## src/rtl/gshare_ckpt.sv

```systemverilog
// rtl/gshare_ckpt.sv - gshare predictor with speculative history, checkpoint recovery and PHT init sweep
// Optional same-cycle update-to-prediction forwarding is enabled by defining GSHARE_FWD_EN.
module gshare_ckpt #(
    parameter int IDX_BITS  = 8,
    parameter int HIST_BITS = 8,
    parameter int CTR_BITS  = 2,
    parameter int PC_BITS   = 32
) (
    input  logic                 clk,
    input  logic                 resetn,
    output logic                 ready,
    input  logic                 pred_req,
    input  logic [PC_BITS-1:0]   pred_pc,
    output logic                 pred_take,
    output logic [IDX_BITS-1:0]  pred_index,
    output logic [HIST_BITS-1:0] pred_ghr,
    input  logic                 upd_valid,
    input  logic [IDX_BITS-1:0]  upd_index,
    input  logic                 upd_take,
    input  logic                 upd_mispredict,
    input  logic [HIST_BITS-1:0] upd_ghr
);

    localparam int PHT_SIZE = 1 << IDX_BITS;
    localparam logic [IDX_BITS:0]   SWEEP_LAST = (IDX_BITS+1)'(PHT_SIZE - 1);
    localparam logic [CTR_BITS-1:0] CTR_WEAK   = {1'b1, {(CTR_BITS-1){1'b0}}};
    localparam logic [CTR_BITS-1:0] CTR_MAX    = {CTR_BITS{1'b1}};

    typedef enum logic {S_INIT, S_RUN} state_t;

    state_t               state;
    state_t               state_next;
    logic                 run;
    logic [IDX_BITS:0]    sweep;
    logic [HIST_BITS-1:0] ghr_spec;
    logic [HIST_BITS-1:0] ghr_shift;
    logic [HIST_BITS-1:0] ghr_recover;
    logic [CTR_BITS-1:0]  pht [PHT_SIZE];
    logic [IDX_BITS-1:0]  raw_index;
    logic [CTR_BITS-1:0]  upd_ctr;
    logic [CTR_BITS-1:0]  upd_ctr_next;
    logic [CTR_BITS-1:0]  rd_ctr;
    logic                 unused_bits;

    always_ff @(posedge clk) begin
        if (!resetn) begin
            state <= S_INIT;
        end else begin
            state <= state_next;
        end
    end

    always_comb begin
        state_next = state;
        run        = 1'b0;
        case (state)
            S_INIT: begin
                if (sweep == SWEEP_LAST) begin
                    state_next = S_RUN;
                end
            end
            S_RUN: begin
                run = 1'b1;
            end
            default: begin
                state_next = S_INIT;
            end
        endcase
    end

    assign ready     = run;
    assign raw_index = pred_pc[IDX_BITS+1:2] ^ IDX_BITS'(ghr_spec);
    assign upd_ctr   = pht[upd_index];

    // Saturating step of the counter being trained this cycle.
    always_comb begin
        upd_ctr_next = upd_ctr;
        if (upd_take) begin
            if (upd_ctr != CTR_MAX) begin
                upd_ctr_next = upd_ctr + CTR_BITS'(1);
            end
        end else if (upd_ctr != '0) begin
            upd_ctr_next = upd_ctr - CTR_BITS'(1);
        end
    end

`ifdef GSHARE_FWD_EN
    assign rd_ctr = (upd_valid && (upd_index == raw_index)) ? upd_ctr_next : pht[raw_index];
`else
    assign rd_ctr = pht[raw_index];
`endif

    assign pred_take  = run & rd_ctr[CTR_BITS-1];
    assign pred_index = run ? raw_index : '0;
    assign pred_ghr   = run ? ghr_spec : '0;

    generate
        if (HIST_BITS == 1) begin : g_hist1
            assign ghr_shift   = pred_take;
            assign ghr_recover = upd_take;
        end else begin : g_histn
            assign ghr_shift   = {ghr_spec[HIST_BITS-2:0], pred_take};
            assign ghr_recover = {upd_ghr[HIST_BITS-2:0], upd_take};
        end
    endgenerate

    // A mispredict recovery wins over the shift: that cycle's fetch is flushed.
    always_ff @(posedge clk) begin
        if (!resetn) begin
            sweep    <= '0;
            ghr_spec <= '0;
        end else if (state == S_INIT) begin
            sweep <= sweep + (IDX_BITS+1)'(1);
        end else if (upd_valid && upd_mispredict) begin
            ghr_spec <= ghr_recover;
        end else if (pred_req) begin
            ghr_spec <= ghr_shift;
        end
    end

    always_ff @(posedge clk) begin
        if (resetn) begin
            if (state == S_INIT) begin
                pht[sweep[IDX_BITS-1:0]] <= CTR_WEAK;
            end else if (upd_valid) begin
                pht[upd_index] <= upd_ctr_next;
            end
        end
    end

    assign unused_bits = ^{pred_pc[PC_BITS-1:IDX_BITS+2], pred_pc[1:0], upd_ghr[HIST_BITS-1]};

endmodule
```

## config.mk

```make
export PLATFORM = sky130hd
export DESIGN_NAME = gshare_ckpt
export DESIGN_NICKNAME = d
export VERILOG_FILES = /design/src/rtl/gshare_ckpt.sv
export SDC_FILE = /design/constraint.sdc
export NUM_CORES = 1
export LEC_CHECK = 0
export CORE_ASPECT_RATIO = 0.9
export CORE_MARGIN = 2
export CORE_UTILIZATION = 56
export CTS_CLUSTER_DIAMETER = 40
export CTS_CLUSTER_SIZE = 25
export DETAILED_ROUTE_END_ITERATION = 8
export GPL_TIMING_DRIVEN = 0
export PLACE_DENSITY = 0.73
export SETUP_SLACK_MARGIN = 0.2
export SLEW_MARGIN = 20
export SYNTH_ARGS = -nofsm -noshare
export SYNTH_HDL_FRONTEND = slang
export SYNTH_SLANG_ARGS = --single-unit
export TNS_END_PERCENT = 30
```

## constraint.sdc

```tcl
create_clock -name clk -period 13.06 [get_ports clk]
set_input_delay 2.612 -clock clk [delete_from_list [all_inputs] [get_ports clk]]
set_output_delay 2.612 -clock clk [all_outputs]
set_load 0.1 [all_outputs]
```

==> reports/summary.txt <==
DRT Pass-1 Iters -> 8
H-tree lvl count -> 3
Final GP Congestion -> 1.01
# nets final -> 1771
Yosys warning total -> 0
CTS tree -> done
Post-DP HPWL -> 54.0 mm
Core Box Area -> 0.0428 mm²
Min-Delay Path Class -> flip-flop to flip-flop
Die X -> 223 µm
Fin worst setup slack -> 3010 ps
R2r worst-path depth -> 11
CP Class -> input pin to output port
Rel. slew slack -> 0.147
RSZ-0062 raised after global routing -> false
Syn Std Cell Area -> 0.0242 mm²
Number of synthesized register bits -> 530
Req. time, crit path -> 10450 ps
Primary FF master, synth -> edfxtp_1
Critical path, cell by cell -> clkdlybuf4s50_1 > xor2_1 > clkbuf_1 > mux4_2 > mux2i_1 > mux2i_1 > a22oi_1 > o2111ai_1 > o31a_1 > clkdlybuf4s50_1
Synthesis-to-finish area growth -> 15.4%
CP Launch Type -> input pin
Sw Pwr -> 0.908 mW
P per Cell Area -> 140 mW/mm²
# DRC -> 0
Crit Path Max Fanout -> 10
Initial Util -> 0.566
Worst-margin pin slew -> 1280 ps
Root Driver -> clkbuf_16
Die area -> 0.0449 mm²
Port buffer count -> 43
Sequential power share -> 0.469
CTS-repair resized insts -> 0
Number of fill cells -> 2986
Period Utilization, post-route -> 0.770
Vias in the first global route -> 16398
Async set-or-reset flop fraction in the synthesized netlist -> 0
Drt total wl -> 81.0 mm
Final setup fails -> 0
Non-Filler Instances -> 2320
Hold depth -> 1
Commonest non-fill, non-tap cells in the layout -> 512 x edfxtp_1, 285 x nor2_1, 162 x mux4_2
Largest net degree at the start of global routing -> 84
Placement Setup Slack -> 3210 ps
Row count -> 72
Distinct cells, synth -> 57
Inst Count DP -> 2202
CP max-delay cell -> clkdlybuf4s50_1
Hold_buf cts -> 0
Final Max Tran Viols -> 0
Multi-input gate area -> 0.00795 mm²
Arrival @ worst endpoint -> 7440 ps
Register area -> 0.0157 mm²
Cell count after synthesis -> 1592
Die H -> 201 µm
Layout Skew -> 44.0 ps
Final Core Density -> 0.653
Gr usage total -> 0.367
Sequential share of the synthesized area -> 0.650
Final ANT Viol Nets -> 0
Synthesized Nets -> 1648
Status -> finished, final reports clean
Via/cell ratio -> 7.22
Clock buffer count from CTS -> 66
Switching portion of total power -> 0.232
Initial antenna violation count -> 4
Placed Area -> 0.0257 mm²
EDFF count, synth -> 512
TNS Setup -> 0 ps
Worst IR Drop VDD -> 0.111 mV
Critical Path End Type -> output port
Mean routed wirelength per cell -> 34.9 µm
Largest stage delay, worst path -> 980 ps
Setup bufs post-CTS -> 0
# IOs -> 72
Static Leak -> 9.07 nW
Commonest non-fill, non-tap cell in the layout -> edfxtp_1
First-pass GRT wire length -> 115 mm
Clock Tree Buf Depth -> 3
Vias post-DR -> 16746
Syn Area/Cell -> 15.2 µm²
Initial DRC count -> 3186
Final Critical Period -> 10050 ps
Clock sinks -> 530
Fin area -> 0.0279 mm²
Final Hold Fails -> 0
Max Clk Rate -> 99.5 MHz
Comb pwr share -> 0.050
Max-Cap Viols -> 0
Layout cell share with drive strength beyond 1 -> 0.196
GRT overflow -> 0
Worst skew pair latency -> 620 ps
Clock transition at path regs -> 60 ps
Clock power share -> 0.480
Pint -> 3.01 mW
==> cell families (layout without fill, tap and decap cells) <==
family | count (synthesis) | count (layout) | share of synthesized area
XOR/XNOR | 20 | 20 | 0.00755
adder cells (fa/ha/maj) | 3 | 3 | 0.00145
AO/OA/AOI/OAI | 183 | 183 | 0.0506
AND/OR/NAND/NOR | 521 | 521 | 0.0942
multiplexers | 216 | 216 | 0.173
buffers and inverters | 119 | 290 | 0.0233
flip-flops | 530 | 530 | 0.650
other | 0 | 2 | 0
==> synthesized netlist by cell type (all sizes together) (2+ instances only) <==
master	number	area share
a211oi	4	0.0012
a21oi	49	0.010
a22oi	67	0.021
and2	20	0.0052
and3	2	0.00052
buf	41	0.011
clkbuf	75	0.012
dfxtp	18	0.015
edfxtp	512	0.64
ha	2	0.0010
inv	2	0.00031
mux2i	53	0.022
mux4	162	0.15
nand2	99	0.015
nand2b	6	0.0016
nand3	43	0.0095
nand3b	12	0.0037
nand4	3	0.00078
nor2	285	0.044
nor2b	6	0.0016
nor3	14	0.0029
nor4	16	0.0044
o2111ai	3	0.0011
o211a	7	0.0029
o21a	3	0.00093
o21ai	19	0.0039
o22ai	13	0.0034
o311ai	3	0.0011
o31ai	4	0.0012
o32ai	4	0.0014
or3	5	0.0013
or4	7	0.0022
xnor2	12	0.0043
xor2	8	0.0032
==> layout make-up <==
type                            count  share of cell area
Timing Repair Buffer               55              0.0259
Sequential cell                   530               0.563
Inverter                            3            0.000403
Multi-Input combinational cell    943               0.285
Antenna cell                        2            0.000179
Clock inverter                     45              0.0190
Clock buffer                       71              0.0613
Buffer                            116              0.0205
Tap cell                          555              0.0249
==> power groups by stage <==
stage          logic [mW]  clock network (mW)  registers (mW)
6_report            0.197                1.88            1.84
5_1_grt             0.197                1.94            1.84
4_1_cts             0.187                1.88            1.84
3_5_place_dp        0.185                   0            1.87
3_3_place_gp        0.184                   0            1.87
2_1_floorplan       0.101                   0            1.87
==> flip-flops by register name, summed over array words and instances, names as in the netlist <==
register / flops
sweep: 9
ghr_spec: 8
state: 1
pht: 512
==> final timing paths <==
kind                    start           to  slack, ps
setup / recovery   pred_pc[5]    pred_take       3010
hold / removal    ghr_spec[7]  ghr_spec[7]        570
setup reg to reg  pht[111][0]  pht[105][0]       8810
hold reg to reg   ghr_spec[7]  ghr_spec[7]        570
==> critical path: cells and delay by family <==
family / cells / cell delay (ps)
buf+inv: 3 / 2320
xor+xnor: 1 / 910
compound gates: 3 / 870
mux: 3 / 710
==> stage by stage <==
stage	power [mW]	hold WS [ps]
after floorplan	1.98	506
after global placement	2.06	528
after detailed placement	2.06	548
after CTS	3.90	561
after global routing	3.97	593
final	3.92	574
==> per-layer routing <==
metal / global-route usage / up-vias / share of wire
met4: 0.236 / 8 / 0.073
met5: 0 / - / 0.00062
met3: 0.131 / 334 / 0.14
met2: 0.529 / 1529 / 0.44
met1: 0.478 / 8352 / 0.35
li1: - / 6523 / -
Power figures use the tool's default switching activity.
